`config.mk`:
```
export PLATFORM = sky130hd
export DESIGN_NAME = router_sync
export DESIGN_NICKNAME = d
export VERILOG_FILES = /design/src/rtl/router_pkg.sv /design/src/rtl/router_timeout_ctr.sv /design/src/rtl/router_sync.sv
export SDC_FILE = /design/constraint.sdc
export NUM_CORES = 1
export LEC_CHECK = 0
export BUFFER_PORTS_ARGS = -buffer_cell sky130_fd_sc_hd__buf_2
export CORE_ASPECT_RATIO = 1.25
export CORE_UTILIZATION = 30
export CTS_BUF_LIST = sky130_fd_sc_hd__clkbuf_8
export DETAILED_ROUTE_END_ITERATION = 6
export SLEW_MARGIN = 30
export SYNTH_ARGS = -nofsm -noshare
export SYNTH_HDL_FRONTEND = slang
export SYNTH_SLANG_ARGS = --single-unit
export TNS_END_PERCENT = 1
```
`constraint.sdc`:
```
create_clock -name clk1 -period 2.8 [get_ports clk1]
set_clock_uncertainty 0.05 [all_clocks]
set_input_delay 0 -clock clk1 [delete_from_list [all_inputs] [get_ports clk1]]
set_output_delay 0 -clock clk1 [all_outputs]
set_load 0.005 [all_outputs]
```
`src/rtl/router_pkg.sv`:
```
// rtl/router_pkg.sv - shared router constants: port count, address width, invalid address, trusted IDs
package router_pkg;

  localparam int NUM_PORTS = 3;
  localparam int PORT_W    = 2;
  localparam logic [PORT_W-1:0] ADDR_INVALID = 2'b11;

  // Trusted-source IDs matched by the register stage
  localparam logic [7:0] TS1 = 8'h5A;
  localparam logic [7:0] TS2 = 8'hA5;
  localparam logic [7:0] TS3 = 8'h3C;

endpackage

```
`src/rtl/router_timeout_ctr.sv`:
```
// rtl/router_timeout_ctr.sv - per-FIFO reader-idle counter issuing a one-cycle soft reset pulse
module router_timeout_ctr #(
  parameter int TIMEOUT = 30,
  parameter int CNT_W   = 5
) (
  input  logic clk1,
  input  logic reset,
  input  logic vld,
  input  logic rd,
  output logic soft_reset
);

  logic [CNT_W-1:0] cnt;

  // The cycle the pulse is high also restarts the count, so pulses recur every TIMEOUT+1 cycles.
  always_ff @(posedge clk1) begin
    if (!reset) begin
      cnt        <= '0;
      soft_reset <= 1'b0;
    end else if (!vld || rd || soft_reset) begin
      cnt        <= '0;
      soft_reset <= 1'b0;
    end else if (cnt == CNT_W'(TIMEOUT - 1)) begin
      cnt        <= '0;
      soft_reset <= 1'b1;
    end else begin
      cnt        <= cnt + 1'b1;
      soft_reset <= 1'b0;
    end
  end

endmodule

```
`src/rtl/router_sync.sv`:
```
// rtl/router_sync.sv - steers the register-stage byte stream to one of three output FIFOs
module router_sync
  import router_pkg::*;
#(
  parameter int TIMEOUT = 30,
  parameter int CNT_W   = 5
) (
  input  logic       clk1,
  input  logic       reset,
  input  logic       detect_add,
  input  logic [7:0] destination,
  input  logic       write_enb_reg,
  input  logic       trusted_source,
  input  logic       read_enb_0,
  input  logic       read_enb_1,
  input  logic       read_enb_2,
  input  logic       full_0,
  input  logic       full_1,
  input  logic       full_2,
  input  logic       empty_0,
  input  logic       empty_1,
  input  logic       empty_2,
  output logic [2:0] write_enb,
  output logic       fifo_full,
  output logic       addr_err,
  output logic       vld_out_0,
  output logic       vld_out_1,
  output logic       vld_out_2,
  output logic       soft_reset_0,
  output logic       soft_reset_1,
  output logic       soft_reset_2
);

  logic [PORT_W-1:0] addr;
  logic              unused_dest_hi;

  assign unused_dest_hi = ^destination[7:PORT_W];

  always_ff @(posedge clk1) begin
    if (!reset) begin
      addr <= ADDR_INVALID;
    end else if (detect_add) begin
      addr <= destination[PORT_W-1:0];
    end
  end

  // A header and a write in the same cycle still steer by the previous addr.
  always_comb begin
    write_enb = 3'b000;
    fifo_full = 1'b0;
    if (write_enb_reg && trusted_source) begin
      case (addr)
        2'd0:    write_enb = 3'b001;
        2'd1:    write_enb = 3'b010;
        2'd2:    write_enb = 3'b100;
        default: write_enb = 3'b000;
      endcase
    end
    case (addr)
      2'd0:    fifo_full = full_0;
      2'd1:    fifo_full = full_1;
      2'd2:    fifo_full = full_2;
      default: fifo_full = 1'b0;
    endcase
  end

  assign addr_err  = (addr == ADDR_INVALID);
  assign vld_out_0 = ~empty_0;
  assign vld_out_1 = ~empty_1;
  assign vld_out_2 = ~empty_2;

  router_timeout_ctr #(.TIMEOUT(TIMEOUT), .CNT_W(CNT_W)) u_tmo_0 (
    .clk1(clk1), .reset(reset), .vld(vld_out_0), .rd(read_enb_0), .soft_reset(soft_reset_0)
  );
  router_timeout_ctr #(.TIMEOUT(TIMEOUT), .CNT_W(CNT_W)) u_tmo_1 (
    .clk1(clk1), .reset(reset), .vld(vld_out_1), .rd(read_enb_1), .soft_reset(soft_reset_1)
  );
  router_timeout_ctr #(.TIMEOUT(TIMEOUT), .CNT_W(CNT_W)) u_tmo_2 (
    .clk1(clk1), .reset(reset), .vld(vld_out_2), .rd(read_enb_2), .soft_reset(soft_reset_2)
  );

endmodule
```
==> metrics, run 1 <==
TritonCTS Buffers=3; Die H=approximately 62 um; crit path DAT=between 1500 and 2000 ps; Ports=33; most common cell after layout, fill and taps aside=buf_2; Overflow after GRT=0; R2R Setup Slk=~930 ps; H-tree levels=1; FF-to-FF End=addr[0]; Layout Nets=~150; WS Path Type=input pin to flop; Leakage=between 0.4 and 0.5 nW; Yosys warning count=0; Worst Setup Start Kind=input pin; Seq/Total Area, Yosys=0.460; CTS Buffer Depth=2; DRC Markers=0; DR WL/cell=roughly 9.3 um; IO buf count=26; RSZ-0062 raised after global routing=no; n_diodes=0; Layout area overhead=31.5%; CTS tree=yes; first-iteration detailed-routing DRC count=2; CTS Hold Bufs=6; max-slew violation count=0; wirelength, routed=~1400 um; data required time of the worst path=roughly 2900 ps; worst-path fanout max=1; flop and latch count out of synthesis=20; dpl hpwl=between 1000 and 1500 um; Final Hold Violating Endpoints=0; Max VDD drop=0.182 mV; critical path's top delay family=buffers and inverters; f_max=531 MHz; pwr dens=455 nW/um^2; GP Congestion=between 0.7 and 0.8; Syn Nets=114; via count=roughly 670; routing usage on met2=0.165; Fin Hold WS=approximately 12 ps; Avg Synthesized Cell Area=10.1 sq um; Reg clk slew, reported paths=about 70 ps; RR Startpoint=addr[0]; multi-input logic area=448 sq um; largest net degree at the start of global routing=11; root buffer cell=clkbuf_8; Routed Antenna Nets=0; Hold Path Origin=read_enb_2; Least-Margin Pin Slew=between 200 and 250 ps; setup TNS=0 ps; Hold Path End=u_tmo_2.soft_reset; share of cells above drive strength 1=0.289; Worst slew margin=0.845; Core Rows=21; max cap viols=0; Die X=approximately 50 um; Synth Instances=86; met1 GRT Util=0.0979; status=complete, no violations; fill cell count=258; latest clock arrival within the worst-skew pair=between 200 and 300 ps; postcts setup bufs=0; worst min path class=input pin to flop; synthesized area=around 870 sq um; CP dominant cell by count=dlygate4sd3_1; GRT Total Usage=0.0967; period utilisation layout=0.672; GR peak layer=met2; fin crit period=roughly 1900 ps; Worst path max stage delay=approximately 580 ps; clock tree sinks=20; vias per cell=4.35; Reg area=about 400 sq um; initial antenna violation count=0; total core area=~2700 sq um; hold path depth=3; Crit-path slowest cell=dlygate4sd3_1; cell count of the worst reg-to-reg path=4; post-CTS resize count=0; drt first pass iters=2; Crit. End Element=flop; grt met3 use=0.0221; first-pass GRT wire length=2250 um; final setup fails=0; CP Buf/Inv Count=4; crit-path cells=dlygate4sd3_1 -> buf_2 -> mux2i_1 -> dlygate4sd3_1 -> nand2_1 -> dlygate4sd3_1; DIE AREA=roughly 3100 sq um; Yosys cell types=18; Initial Util=0.322; most frequent cells in the layout=buf_2 (26), dfxtp_1 (20), nor2_1 (15); vias in the first global route=597
-- cell families after synthesis --
logic type,synth area share
and+or+nand+nor,0.297
DFF,0.460
xor gates and xnor gates,0.0905
buffers and inverters,0.0259
adders and majority gates,0.0862
muxes,0.0345
AOI/OAI and AO/OA,0.00574
-- state kept, by name, indices dropped and copies added (netlist names) --
signal and cells:
u_tmo_1.cnt 5, addr 2, u_tmo_0.cnt 5, u_tmo_1.soft_reset 1
u_tmo_0.soft_reset 1, u_tmo_2.soft_reset 1, u_tmo_2.cnt 5
-- worst max path at each step --
stage	slack (ps)	startpoint	endpoint	depth (start not counted)
detailed placement	1770	u_tmo_0.cnt[1]	u_tmo_0.cnt[4]	5
global route	880	addr[0]	addr[0]	4
global placement	1810	u_tmo_0.cnt[0]	u_tmo_0.cnt[3]	4
finish	920	destination[0]	addr[0]	6
CTS	990	destination[0]	addr[0]	6
floorplan	1840	u_tmo_0.cnt[0]	u_tmo_0.cnt[4]	4
-- stage by stage --
step	std cells	utilization	power, mW	cell area (sq um)	setup WS, ps
after global routing	155	0.423	0.544	1140	876
after global placement	146	0.386	0.339	1040	1810
after detailed placement	146	0.386	0.341	1040	1770
final	155	0.423	0.521	1140	917
after floorplan	86	-	0.318	871	1840
after CTS	155	0.423	0.527	1140	990
-- where the power goes --
part / total, mW / internal (mW) / switching (mW)
logic: 0.0487 / 0.0295 / 0.0192
clock network: 0.179 / 0.0955 / 0.0834
registers: 0.293 / 0.288 / 0.00488
total: 0.521 / 0.413 / 0.107
-- cell type report --
type | instances | share of cell area
multi-input cells | 60 | 0.391
flip-flops and latches | 20 | 0.350
repair buffers | 32 | 0.166
well taps | 34 | 0.0372
clock buffers | 3 | 0.0361
inverters | 6 | 0.0197
-- worst min-delay path, cell delays in order --
cell and delay, ps:
buf_2 100, nor4b_4 50, nor2b_1 120
-- synth_stat cells --
library cell,n,area share
and2_1,1,0.0072
dfxtp_1,20,0.46
ha_1,6,0.086
inv_1,6,0.026
mux2i_1,3,0.034
nand2_1,3,0.013
nand2_2,3,0.022
nand3_1,6,0.034
nand3b_1,1,0.0086
nand4_1,3,0.022
nor2_1,15,0.065
nor2b_1,3,0.022
nor3_1,1,0.0057
nor3b_1,2,0.017
nor4b_4,3,0.082
o21ai_0,1,0.0057
xnor2_1,3,0.030
xor2_1,6,0.060
-- per-layer routing --
metal / part of all wire / up-vias
met5: 0 / -
met4: 0.015 / 0
met3: 0.071 / 2
met2: 0.48 / 22
met1: 0.43 / 297
li1: - / 353
(Power assumes the default switching activity.)
==> inputs of run 2 (changes only) <==
clock period = 1.7 ns   (was 2.8 ns; I/O delays follow)
==> run 2 against run 1 <==
  * Sequential share of layout area did not move
  * Non-clock buffer count unchanged
  * Via count grew 0.59%
  * Flip-flop and latch count is the same
  * First-iteration DRC count rose to 3.0 times the previous value
  * Combinational power rose by 60%
  * Setup slack got worse by 490 ps
  * Count of clock-buffer cells in the layout stayed put
  * Clock power is 70% higher
  * Register-to-register slack got worse by 510 ps
  * Sequential power is 65% higher
==> metrics, run 2 (same netlist as run 1, synthesis figures left out) <==
largest net degree at the start of global routing=11 (unchanged); CTS Buffer Depth=2 (unchanged); n_diodes=0 (unchanged); crit path DAT=1380 ps (-590 ps); RSZ-0062 raised after global routing=no; Layout Nets=151 (unchanged); first-iteration detailed-routing DRC count=6 (+4); setup TNS=0 ps (unchanged); Reg clk slew, reported paths=70 ps (about the same); total power=0.865 mW (+66%); Final Hold Violating Endpoints=0 (unchanged); worst min path class=input pin to flop; TritonCTS Buffers=3 (unchanged); CTS tree=yes; WS Path Type=input pin to flop; final core utilization=0.423 (unchanged); Initial Util=0.322 (unchanged); f_max=slightly below 800 MHz; Die X=50.2 um (unchanged); dpl hpwl=1070 um (-1.4%); period utilisation layout=0.751; max-slew violation count=0 (unchanged); wirelength, routed=1420 um (-1.7%); total core area=2710 sq um (unchanged); drt first pass iters=4 (+2); Die H=62.2 um (unchanged); DR WL/cell=9.15 um (-1.7%); vias in the first global route=567 (-5.0%); sequential power share=0.559 (-0.004); Least-Margin Pin Slew=220 ps (-12.5 ps); worst-path fanout max=1 (unchanged); Layout area overhead=31.5% (unchanged); Max VDD drop=0.289 mV (+59%); R2R Setup Slk=420 ps (-510 ps); status=complete, no violations; most common cell after layout, fill and taps aside=buf_2; fin crit period=between 1000 and 1500 ps; Crit. End Element=flop; post-CTS resize count=0 (unchanged); Overflow after GRT=0 (unchanged); first-pass GRT wire length=2210 um (-1.8%); final setup fails=0 (unchanged); Comb pwr share=0.090 (-0.003); IO buf count=26 (unchanged); Switching Share=0.213 (+0.00667); pwr dens=755 nW/um^2 (+66%); root buffer cell=clkbuf_8; Leakage=0.495 nW (+0.19%); cell internal pwr=0.681 mW (+65%); via count=678 (+0.59%); Worst Setup Start Kind=input pin; latest clock arrival within the worst-skew pair=260 ps (about the same); Clk pwr share=0.351 (+0.008); GP Congestion=0.700 (-1.6%); Routed Antenna Nets=0 (unchanged); most frequent cells in the layout=buf_2 (26), dfxtp_1 (20), nor2_1 (15); Ports=33 (unchanged); data required time of the worst path=1800 ps (-1090 ps); DRC Markers=0 (unchanged); Worst slew margin=0.853 (+0.00835); Core Rows=21 (unchanged); clock tree sinks=20 (unchanged); initial antenna violation count=0 (unchanged); H-tree levels=1 (unchanged); share of cells above drive strength 1=0.289 (unchanged); top flop regs=u_tmo_0.cnt (5), u_tmo_1.cnt (5), u_tmo_2.cnt (5); sw power=0.184 mW (+71%); vias per cell=4.37 (+0.59%); max cap viols=0 (unchanged); DIE AREA=3120 sq um (unchanged); GRT Total Usage=0.0996 (+0.00289)
==> run 2: cell counts in the layout (fill, tap and decap cells not counted) <==
No cell type changed its count.
==> run 2: repair_timing <==
| item | in CTS | in global routing |
|---|---|---|
| hold buffers | 6 | 0 |
| hold endpoints to repair | 4 | 0 |
| setup buffers | 0 | 0 |
==> run 2: final cells by class <==
cell class / instances / area, sq um
Fill cell: 259 / 1560
Multi-Input combinational cell: 60 / 448
Sequential cell: 20 / 400
Timing Repair Buffer: 32 / 190
Tap cell: 34 / 42.5
Clock buffer: 3 / 41.3
Inverter: 6 / 22.5
==> run 2: metal layers <==
| layer | GRT usage | vias up | wire (um) |
|---|---|---|---|
| met3 | 0.0392 | 5 | 128 |
| li1 | - | 354 | - |
| met5 | 0 | - | 0 |
| met2 | 0.163 | 25 | 648 |
| met4 | 0.0857 | 0 | 52 |
| met1 | 0.0931 | 294 | 588 |
==> run 2: final timing paths <==
path | startpoint | endpoint | cells after the start
worst min register to register | u_tmo_2.cnt[0] | u_tmo_2.cnt[0] | 1
worst min-delay path | read_enb_2 | u_tmo_2.soft_reset | 3
worst max-delay path | destination[1] | addr[1] | 5
worst max register to register | addr[0] | addr[0] | 3
==> run 2: stage by stage <==
| step | cell area, sq um | hold slack, ps | instances | setup WS [ps] |
|---|---|---|---|---|
| after global routing | 1140 | 4.74 | 155 | 345 |
| final | 1140 | 6.53 | 155 | 423 |
| after global placement | 1040 | 166 | 146 | 709 |
| after floorplan | 871 | -23.5 | 86 | 737 |
| after CTS | 1140 | 3.20 | 155 | 424 |
| after detailed placement | 1040 | 176 | 146 | 679 |
==> run 2: power by group through the flow <==
stage	registers (mW)	logic, mW	clock network (mW)
floorplan	0.492	0.0315	0
global route	0.484	0.0852	0.342
CTS	0.483	0.0788	0.317
global placement	0.493	0.0654	0
detailed placement	0.494	0.0668	0
finish	0.483	0.0780	0.304
==> run 2: worst max-delay path, cell delays in order <==
cell           delay [ps]
dlygate4sd3_1         530
buf_2                 120
mux2i_1               120
dlygate4sd3_1         560
nand2_1                50
==> inputs of run 3 (changes only) <==
clock period = 1.3 ns   (was 1.7 ns; I/O delays follow)
==> run 3 against run 2 <==
  * Sequential share of layout area is 0.60 points higher
  * Routed wire length shrank 4.9%
  * Design area decreased by 0.77%
  * Cell count decreased by 0.65%
  * Register-to-register slack got worse by 360 ps
  * Via count down 4.0%
  * Critical endpoint unchanged
  * Largest cell class unchanged
==> metrics, run 3 (same netlist as run 1, synthesis figures left out) <==
status=complete, no violations; initial antenna violation count=0 (unchanged); most common cell after layout, fill and taps aside=buf_2; Least-Margin Pin Slew=231 ps (+11.0 ps); R2R Setup Slk=60 ps (-360 ps); most frequent cells in the layout=buf_2 (26), dfxtp_1 (19), nor2_1 (15); Die X=50.2 um (unchanged); root buffer cell=clkbuf_8; setup TNS=0 ps (unchanged); max cap viols=0 (unchanged); crit path DAT=1360 ps (-20 ps); CTS Buffer Depth=2 (unchanged); cell count of the worst reg-to-reg path=3 (unchanged); Leakage=0.491 nW (-0.80%); max-slew violation count=0 (unchanged); Core Rows=21 (unchanged); via count=651 (-4.0%); FF-to-FF End=addr[1]; first-pass GRT wire length=2200 um (-0.32%); period utilisation layout=0.976; wirelength, routed=1350 um (-4.9%); latest clock arrival within the worst-skew pair=250 ps (about the same); Initial Util=0.322 (unchanged); pwr dens=982 nW/um^2 (+30%); Final Hold Violating Endpoints=0 (unchanged); Layout Cells excl Fill=154 (-0.65%); TritonCTS Buffers=3 (unchanged); GP Congestion=0.712 (+1.6%); Fin Hold WS=14.5 ps (+7.99 ps); fill cell count=265 (+2.3%); top flop regs=u_tmo_0.cnt (5), u_tmo_1.cnt (5), u_tmo_2.cnt (5); Worst slew margin=0.846 (-0.00736); Overflow after GRT=0 (unchanged); Reg clk slew, reported paths=70 ps (about the same); n_diodes=0 (unchanged); Setup crit end=addr[1]; largest net degree at the start of global routing=11 (unchanged); fin crit period=around 1300 ps; DR WL/cell=8.76 um (-4.2%); vias per cell=4.23 (-3.4%); Crit. End Element=flop; total core area=2710 sq um (unchanged); vias in the first global route=546 (-3.7%); worst-path fanout max=1 (unchanged); worst min path class=input pin to flop; DIE AREA=3120 sq um (unchanged); drt first pass iters=2 (-2); data required time of the worst path=1390 ps (-410 ps); RR Startpoint=addr[1]; Layout Nets=150 (-0.66%); worst setup path startpoint=destination[1]; share of cells above drive strength 1=0.308 (+0.0191); DRC Markers=0 (unchanged); CTS tree=yes; Routed Antenna Nets=0 (unchanged); Worst Setup Start Kind=input pin; Max VDD drop=0.448 mV (+55%); dpl hpwl=1040 um (-2.8%); f_max=between 700 and 800 MHz; Cell Count Post-Placement=146 (unchanged); RSZ-0062 raised after global routing=no; final setup fails=0 (unchanged); H-tree levels=1 (unchanged); IO buf count=26 (unchanged); Ports=33 (unchanged); first-iteration detailed-routing DRC count=7 (+1); GRT Total Usage=0.0915 (-0.00806); clock tree sinks=20 (unchanged); final core utilization=0.420 (-0.00324); Die H=62.2 um (unchanged); WS Path Type=input pin to flop; hold path depth=3 (unchanged); Layout area overhead=30.5%
## run 3: stage by stage
step	setup slack, ps	cell area, sq um	power, mW
floorplan	337	871	0.685
global placement	308	1040	0.731
detailed placement	283	1040	0.733
CTS	13.7	1120	1.13
global route	6.19	1140	1.18
finish	31.8	1140	1.12
## run 3: routing by layer
metal / part of all wire / global-route usage / vias to the layer above / wire (um)
li1: - / - / 350 / -
met1: 0.49 / 0.103 / 279 / 659
met2: 0.44 / 0.150 / 22 / 591
met3: 0.073 / 0.0319 / 0 / 99
met4: 0 / 0.0429 / 0 / 0
met5: 0 / 0 / - / 0
## run 3: worst min path at each step
| stage | startpoint | slack, ps | endpoint |
|---|---|---|---|
| after global placement | destination[0] | 170 | addr[0] |
| after detailed placement | destination[1] | 170 | addr[1] |
| after CTS | read_enb_2 | 10 | u_tmo_2.soft_reset |
| final | read_enb_1 | 10 | u_tmo_1.soft_reset |
| after floorplan | empty_0 | -20 | vld_out_0 |
| after global routing | read_enb_2 | 20 | u_tmo_2.soft_reset |
## run 3: power by group
group,internal (mW),switching [mW]
sequential,0.620,0.00815
combinational,0.0605,0.0411
clock,0.205,0.180
total,0.886,0.229
## run 3: repair_timing
action                                 4_1_cts  5_1_grt
setup endpoints to repair                    0        1
endpoints found under the hold margin        2        0
hold buffers                                 4        0
setup buffers                                0        1
resized for setup                            0        2
## run 3: worst max-delay path: stages
cell and delay, ps:
dlygate4sd3_1 530, buf_2 120, mux2i_1 110, dlygate4sd3_1 560, nand2_1 50
## run 3: final cells by class
| cell class | instances | area, sq um | area share |
|---|---|---|---|
| Multi-Input combinational cell | 60 | 448 | 0.394 |
| Timing Repair Buffer | 31 | 178 | 0.156 |
| Clock buffer | 3 | 41.3 | 0.0363 |
| Sequential cell | 20 | 404 | 0.356 |
| Inverter | 6 | 22.5 | 0.0198 |
| Tap cell | 34 | 42.5 | 0.0374 |
